`config.mk`:
```
export PLATFORM = sky130hd
export DESIGN_NAME = fetch_unit
export DESIGN_NICKNAME = d
export VERILOG_FILES = /design/src/rtl/fetch_unit.sv
export SDC_FILE = /design/constraint.sdc
export NUM_CORES = 1
export LEC_CHECK = 0
export ABC_AREA = 1
export CAP_MARGIN = 20
export CORE_ASPECT_RATIO = 1.2
export CORE_MARGIN = 2
export CORE_UTILIZATION = 45
export DETAILED_ROUTE_END_ITERATION = 12
export PLACE_DENSITY = 0.89
export RECOVER_POWER = 25
export SYNTH_ARGS = -nofsm -noshare
export SYNTH_HDL_FRONTEND = slang
export SYNTH_SLANG_ARGS = --single-unit
```
`constraint.sdc`:
```
create_clock -name clk -period 5.35 [get_ports clk]
set_input_delay 1.605 -clock clk [delete_from_list [all_inputs] [get_ports clk]]
set_output_delay 1.605 -clock clk [all_outputs]
set_load 0.05 [all_outputs]
```
`src/rtl/fetch_unit.sv`:
```
// Instruction-fetch stage: owns PCF and runs a single-outstanding
// request/response handshake with instruction memory.
module fetch_unit #(
    parameter logic [31:0] RESET_PC  = 32'h0000_0000,
    parameter logic [31:0] NOP_INSTR = 32'h0000_0000
) (
    input  logic        clk,
    input  logic        reset,
    input  logic        StallF,
    input  logic        PCSrcD,
    input  logic [31:0] PCBranchD,
    input  logic        JumpD,
    input  logic [31:0] PCJumpD,
    output logic        ImemReq,
    output logic [31:0] ImemAddr,
    input  logic        ImemReady,
    input  logic        ImemRvalid,
    input  logic [31:0] ImemRdata,
    output logic [31:0] PCF,
    output logic [31:0] InstrF,
    output logic [31:0] PCPlus4F,
    output logic        ValidF
);

    typedef enum logic [1:0] {
        S_REQ   = 2'd0,
        S_WAIT  = 2'd1,
        S_READY = 2'd2
    } state_e;

    state_e      state_q, state_d;
    logic [31:0] pc_q, pc_d;
    logic [31:0] buf_q, buf_d;
    logic        drop_q, drop_d;
    logic        valid_q, valid_d;
    logic        req_q, req_d;

    logic        redirect;
    logic [31:0] target;
    logic [31:0] pc_plus4;

    assign pc_plus4 = pc_q + 32'd4;
    assign redirect = (JumpD | PCSrcD) & ~StallF;

    // Jump wins over a simultaneous taken branch.
    always_comb begin
        target = PCBranchD;
        unique case (1'b1)
            JumpD:   target = PCJumpD;
            default: target = PCBranchD;
        endcase
    end

    always_comb begin
        state_d = state_q;
        pc_d    = pc_q;
        buf_d   = buf_q;
        drop_d  = drop_q;
        unique case (state_q)
            S_REQ: begin
                if (ImemReady) begin
                    state_d = S_WAIT;
                    if (redirect) begin
                        pc_d   = target;
                        drop_d = 1'b1;
                    end
                end else if (redirect) begin
                    pc_d = target;
                end
            end
            S_WAIT: begin
                if (ImemRvalid) begin
                    drop_d = 1'b0;
                    if (drop_q || redirect) begin
                        state_d = S_REQ;
                        if (redirect) pc_d = target;
                    end else begin
                        buf_d   = ImemRdata;
                        state_d = S_READY;
                    end
                end else if (redirect) begin
                    pc_d   = target;
                    drop_d = 1'b1;
                end
            end
            S_READY: begin
                if (!StallF) begin
                    pc_d    = redirect ? target : pc_plus4;
                    state_d = S_REQ;
                end
            end
            default: begin
                state_d = S_REQ;
            end
        endcase
        valid_d = (state_d == S_READY);
        req_d   = (state_d == S_REQ);
    end

    always_ff @(posedge clk or negedge reset) begin
        if (!reset) begin
            state_q <= S_REQ;
            pc_q    <= RESET_PC;
            buf_q   <= 32'h0;
            drop_q  <= 1'b0;
            valid_q <= 1'b0;
            req_q   <= 1'b1;
        end else begin
            state_q <= state_d;
            pc_q    <= pc_d;
            buf_q   <= buf_d;
            drop_q  <= drop_d;
            valid_q <= valid_d;
            req_q   <= req_d;
        end
    end

    assign ImemReq  = req_q & reset;
    assign ImemAddr = pc_q;
    assign PCF      = pc_q;
    assign PCPlus4F = pc_plus4;
    assign ValidF   = valid_q;
    assign InstrF   = valid_q ? buf_q : NOP_INSTR;

endmodule

```
* Word level (Yosys, flattened, before mapping) *
Index checks and enable logic that the tools add are counted.

word-level totals
  bits in registers = 69
  output and inout port bits = 130

operators by class
  add/sub/neg operators = 1
  equality and inequality tests = 6
  muxes and demuxes = 17
  bitwise operators = 5
  reductions and logical operators = 8

operators with widths
  kind                   count
  $mux 32                7
  $pmux 32 s3            1
  $add 32x3->32 const B  1
  $mux 2                 4
  $pmux 2 s3             1
  $reduce_and 3->1       2
  $eq 2x2->1 const B     2
  $logic_not 2->1        2
  $ne 2x2->1 const B     2
  $mux 1                 3
  $ne 3x3->1 const B     1
  $reduce_bool 3->1      1
  $and 1x1->1            2
  $eq 2x1->1 const B     1
  $not 1->1              2
  $pmux 1 s2             1
  $reduce_and 2->1       1
  $reduce_bool 2->1      1
  $logic_or 1x1->1       1
  $or 1x1->1             1

* Logic depth before layout (Yosys ltp) *
Gate-level depths: netlist of run 1.

  depth in word-level cells = 7
  gate-level depth with buffers = 11
  mapped depth without buffers = 10

* Worst setup path before layout of run 1 *
No wires, ideal clock.

  kind = register -> output
  start point = register pc_q[2], in the netlist ImemAddr[2]
  end point = output port PCPlus4F[21]
  arrival = 2.074 ns
  data required time = 3.745 ns
  setup slack = 1.671 ns
  cell stages (with the launch flop) = 7
  cells stage by stage = dfrtp_1 -> inv_1 -> nor2_2 -> nand2_1 -> nor2_2 -> nand3_1 -> nand2_1

on the way
  longest elaborated chain between the ends = 1

ends and longest elaborated chain
  what                    line  source
  start, declared         32    logic [31:0] pc_q, pc_d;
  start signal, assigned  110   pc_q <= pc_d;
  $add 32x3->32           42    assign pc_plus4 = pc_q + 32'd4;
  end, declared           21    output logic [31:0] PCPlus4F,

Every way passes these cells.

* Final worst setup path of run 1 *
  start point = register pc_q[3], in the netlist ImemAddr[3]
  end point = output port PCPlus4F[30]

The elaborated chain is that of the path after synthesis.

==> metrics, run 1 <==
cell type with the largest total area after synthesis dfrtp_1; Hold/Removal Path Class flip-flop to flip-flop; number of post-CTS setup repair buffers 0; Met2 Wirelength 7.47 mm; Diodes inserted 0; post-route ant nets 0; static power due to leakage 3.44 nW; Post-DP HPWL 11.2 mm; required time of the critical path 3.74 ns; standard cell core area 0.0104 mm2; total count of hold-check failures in the final report 0; synthesized area 0.00474 mm2; routed wire length 14.8 mm; first-pass GRT wire length 23.1 mm; sum of internal, switching and leakage power 4.81 mW; Clock Pin Slew Worst Setup and Hold Paths 0.06 ns; Worst-Skew Late Latency 0.33 ns; placement row count 41; detail-routed via count per cell 4.90; number of synthesized flops with an enable pin 0; overall die height 116 um; highest routed layer met4; Mapped Cells 693; type of element launching the critical path flip-flop; Met3 Wirelength 995 um; count leader, synth nand2_1; Maximum Capacitance Violations 1; utilization after layout 0.689; failing checks max-capacitance violations, max-slew violations; skew final 0.00629 ns; CTS Sinks 69; post-synthesis async set-or-reset flop share 1.00; count of instances resized after the clock tree is built 0; number of pins exceeding their max-slew limit in the final report 70; time the final worst path needs with I/O delays and setup 4.48 ns; slew at the pin with the worst max-slew slack 1.77 ns; highest achievable clock rate 0.223 GHz; power density over the cells 671 mW/mm2; Clk Tree Root Cell clkbuf_16; placed insts 999; top cell type's share of synthesized area 0.359; ranking of synthesized cells by area dfrtp_1, nand2_1, mux2_2; critical path data arrival time 2.87 ns; Rel. slew slack -0.183; total routing resource utilization after global routing 0.255; Max Root-Sink Buffers 2; Worst Hold Slack 0.505 ns; initial core utilization 0.455; commonest register cell after synthesis dfrtp_1; CTS H-tree depth 3; synthesis-to-finish area growth 51.4%; category of the most critical setup path flip-flop to output pin; count of placed standard cells in the final layout, fillers left out 1015; Overflow after GRT 0; share of the clock period used by the worst path 0.837; floorplan die width 97.7 um; drt wl/cell 14.6 um; Final TNS setup 0 ns; Yosys reg bits 69; top cells by count, synth nand2_1, inv_1, dfrtp_1; Post-Synthesis Net Count 797; final weighted congestion in routability-driven placement 0.895; wire length the detailed router placed on met1 5.96 mm; detailed-router iteration count before antenna repair 7; DRC violations left 0; share of layout cells above drive strength 1 0.0767; iteration-0 DRC count of the detailed router 251; count of buffers inserted at the top-level ports 232; initial antenna violation count 0; share of synthesized area occupied by flip-flops and latches 0.364; count of distinct cell types in the synthesized netlist 29; Final Setup Violations 0; via count of the first global-routing pass 4581; total CTS buffers 9; status complete, but fails checks; clock tree from TritonCTS built; Worst Path Max Fanout 6; DR vias 4977; Avg Cell Area, Syn 6.84 um2; pin count of the biggest net entering global routing 70; post-cts hold buffer count 0; Yosys warning count 0; worst vdd rail ir drop 0.438 mV; final net count 985; die area 0.0114 mm2; number of top-level pins 233; RSZ-0062 raised after global routing no; kind of capture point of the worst setup path output pin
## stage by stage
step,instance area (um2),setup WS [ns]
4_1_cts,7180,0.887
3_3_place_gp,6860,1.19
6_report,7180,0.874
2_1_floorplan,4740,1.67
5_1_grt,7180,0.661
3_5_place_dp,6860,1.11
## worst max-delay path, cell delays in order (launching register included)
cell             delay (ns)
dfrtp_1                0.46
ha_1                   0.25
nand2_1                0.08
nor2_2                 0.21
nand2_1                0.20
nor2_1                 0.28
nand3_1                0.15
nand2_1                0.09
clkdlybuf4s50_1        0.82
## logic make-up (layout without fill, tap and decap cells)
| group | Yosys count | after routing | synth area share |
|---|---|---|---|
| XOR/XNOR | 7 | 7 | 0.0129 |
| multiplexers | 33 | 33 | 0.0781 |
| flip-flops | 69 | 69 | 0.364 |
| AO/OA/AOI/OAI | 42 | 42 | 0.0475 |
| buffers and inverters | 136 | 329 | 0.145 |
| adder cells (fa/ha/maj) | 1 | 1 | 0.00264 |
| AND/OR/NAND/NOR | 405 | 405 | 0.350 |
## flip-flops by register name, summed over array words and instances (netlist names)
name,cells
ImemAddr,32
buf_q,32
state_q,2
ValidF,1
drop_q,1
req_q,1
## report_power, final
group	switching [mW]	total (mW)	internal, mW
Sequential	0.321	1.10	0.775
Clock	0.250	0.664	0.415
Combinational	2.04	3.05	1.01
## final timing paths
path / slack (ns) / endpoint / start / cells past startpoint
min reg2reg: 0.50 / buf_q[7]$_DFFE_PN0P_ / buf_q[7]$_DFFE_PN0P_ / 1
min in group asynchronous: 1.87 / buf_q[15]$_DFFE_PN0P_ / reset / 2
max reg2reg: 2.86 / ImemAddr[16]$_DFFE_PN0P_ / state_q[1]$_DFF_PN0_ / 9
max in group asynchronous: 2.43 / ImemAddr[24]$_DFFE_PN0P_ / reset / 2
min: 0.50 / buf_q[7]$_DFFE_PN0P_ / buf_q[7]$_DFFE_PN0P_ / 1
max: 0.87 / PCPlus4F[30] / ImemAddr[3]$_DFFE_PN0P_ / 8
## placed cells by master (no fill, tap or decap), types with 4 or more instances in the layout
cell type and count:
a21oi_1 15, dfrtp_1 68, clkbuf_16 9, nand2_1 268, xor2_1 4, nor2_1 64, nor2_2 4, o21ai_1 4
inv_1 75, nand3_1 59, mux2_2 32, clkdlybuf4s50_1 231, o21ai_0 19
## cell type report
type	count	area, um2
clock inverter	7	104
tap	129	161
timing repair buffer	236	2350
inverter	77	289
fill	858	3230
sequential	69	1730
clock buffer	9	225
multi-input combinational	488	2320
## layer usage
metal,global-route usage,vias to the layer above
met3,0.0473,28
met4,0.0880,0
met1,0.321,2257
met2,0.446,200
li1,-,2492
met5,0,-
Note: power is estimated with default switching activity, not from simulation.
==> inputs of run 2 (changes only) <==
--- a/config.mk
+++ b/config.mk
@@ -9,9 +9,9 @@
 export CAP_MARGIN = 20
 export CORE_ASPECT_RATIO = 1.2
 export CORE_MARGIN = 2
-export CORE_UTILIZATION = 45
+export CORE_UTILIZATION = 37
 export DETAILED_ROUTE_END_ITERATION = 12
-export PLACE_DENSITY = 0.89
+export PLACE_DENSITY = 0.78
 export RECOVER_POWER = 25
 export SYNTH_ARGS = -nofsm -noshare
 export SYNTH_HDL_FRONTEND = slang
==> constraint.sdc (replaced) <==
create_clock -name clk -period 3.6 [get_ports clk]
set_input_delay 1.08 -clock clk [delete_from_list [all_inputs] [get_ports clk]]
set_output_delay 1.08 -clock clk [all_outputs]
set_load 0.05 [all_outputs]
==> metrics, run 2 (synthesis results as in run 1) <==
status complete, but fails checks; failing checks max-capacitance violations, max-slew violations; GRT Max-Usage Layer met2; Hold/Removal Path Class flip-flop to flip-flop; count of buffers inserted at the top-level ports 232; time the final worst path needs with I/O delays and setup 3.46 ns; power density over the cells 973 mW/mm2; detailed-router iteration count before antenna repair 4; Worst Path Max Fanout 6; floorplan die width 107 um; Rel. slew slack -0.211; skew final 0.00503 ns; Post-DP HPWL 11.8 mm; routed wire length 15.4 mm; number of top-level pins 233; die area 0.0137 mm2; Final Setup Violations 0; Worst-Skew Late Latency 0.33 ns; iteration-0 DRC count of the detailed router 282; Clk Tree Root Cell clkbuf_16; slack of the critical path 0.145 ns; area taken by flip-flops and latches 0.00173 mm2; met2 usage 0.378; Sw Pwr 3.89 mW; slew at the pin with the worst max-slew slack 1.82 ns; number of pins exceeding their max-slew limit in the final report 70; critical path data arrival time 2.38 ns; clock tree from TritonCTS built; Max Root-Sink Buffers 2; first-pass GRT wire length 24.2 mm; RSZ-0062 raised after global routing no; initial core utilization 0.376; final weighted congestion in routability-driven placement 0.895; kind of capture point of the worst setup path output pin; share of the clock period used by the worst path 0.960; category of the most critical setup path flip-flop to output pin; total count of hold-check failures in the final report 0; fill cell count 1218; standard cell core area 0.0126 mm2; via count of the first global-routing pass 4706; initial antenna violation count 0; most common cell after layout, fill and taps aside nand2_1; detail-routed via count per cell 4.67; static power due to leakage 3.53 nW; placement row count 45; CTS H-tree depth 3; DRC violations left 0; synthesis-to-finish area growth 52.6%; CTS Sinks 69; highest achievable clock rate 0.289 GHz; met3 track utilization from global routing 0.0488; total routing resource utilization after global routing 0.225; overall die height 128 um; pin count of the biggest net entering global routing 70; GR Util met1 0.278; post-cts hold buffer count 0; area of placed instances 0.00696 mm2; final net count 989; post-route ant nets 0; Final TNS setup 0 ns; slack of the worst reg-to-reg path 1.71 ns; total CTS buffers 9; share of power burned in registers 0.226; Logic pwr share 0.659; share of layout cells above drive strength 1 0.101; drt wl/cell 14.6 um; Diodes inserted 0; Overflow after GRT 0; leading cell types in the layout, fill and taps excluded nand2_1, clkdlybuf4s50_1, inv_1, dfrtp_1, nor2_1; Maximum Capacitance Violations 1; multi-input gate area in the final layout 0.00233 mm2; type of element launching the critical path flip-flop; worst slack after detailed placement 0.385 ns; cell area after layout 0.00724 mm2; Internal Power 3.15 mW; required time of the critical path 2.52 ns; DR vias 4918; worst vdd rail ir drop 0.687 mV; Clock Pin Slew Worst Setup and Hold Paths 0.06 ns; clock group share of total power 0.115; switching share of power 0.553
-- run 2: changes by cell type in the layout (fill, tap and decap cells not counted), sizes merged, moves of 2 or more --
cell / before / now
buf: 3 / 25
bufinv: 2 / 0
clkdlybuf4s50: 231 / 208
clkinvlp: 0 / 3
dlymetal6s2s: 0 / 5
inv: 80 / 77
-- run 2: power groups by stage --
stage | clock network, mW | registers, mW | logic, mW
after global routing | 0.861 | 1.66 | 4.88
after detailed placement | 0 | 1.60 | 4.65
after CTS | 0.824 | 1.59 | 4.67
final | 0.808 | 1.59 | 4.64
after global placement | 0 | 1.59 | 4.62
after floorplan | 0 | 2.07 | 2.77
-- run 2: timing repair --
item | in CTS | in global routing
buffers inserted | 0 | 0
resized for setup | 0 | 6
endpoints found under the hold margin | 0 | 0
setup endpoints to repair | 0 | 6
-- run 2: path summary, 6_finish.rpt --
check,startpoint,to,depth (start not counted)
setup / recovery,ImemAddr[5]$_DFFE_PN0P_,PCPlus4F[9],6
hold / removal,buf_q[3]$_DFFE_PN0P_,buf_q[3]$_DFFE_PN0P_,1
setup reg to reg,ImemAddr[3]$_DFFE_PN0P_,ImemAddr[26]$_DFFE_PN0P_,10
hold reg to reg,buf_q[3]$_DFFE_PN0P_,buf_q[3]$_DFFE_PN0P_,1
max in group asynchronous,reset,ImemAddr[24]$_DFFE_PN0P_,2
min in group asynchronous,reset,buf_q[16]$_DFFE_PN0P_,2
-- run 2: routing by layer --
layer / vias to the layer above / wire length (um)
met3: 30 / 962
met2: 157 / 7580
met1: 2239 / 6370
met4: 0 / 474
met5: - / 0
li1: 2492 / -
-- run 2: layout make-up --
type                    instances  share of cell area
clock inverters                 6             0.00571
well taps                     164              0.0284
repair buffers                240               0.334
clock buffers                   9              0.0311
flip-flops and latches         69               0.239
inverters                      77              0.0399
multi-input cells             488               0.322
-- run 2: critical path: stages (launching register included) --
cell	delay (ns)
dfrtp_1	0.45
nand2_1	0.14
nor2_1	0.16
nand2_1	0.18
xor2_1	0.20
inv_1	0.06
clkdlybuf4s50_1	0.85
-- run 2: per-stage QoR --
stage	total power, mW	hold slack, ns	instances	utilization
5_1_grt	7.40	0.518	1053	0.574
4_1_cts	7.09	0.507	1053	0.573
3_3_place_gp	6.21	0.487	1038	0.552
2_1_floorplan	4.84	0.480	693	-
3_5_place_dp	6.25	0.493	1038	0.552
6_report	7.04	0.503	1053	0.574
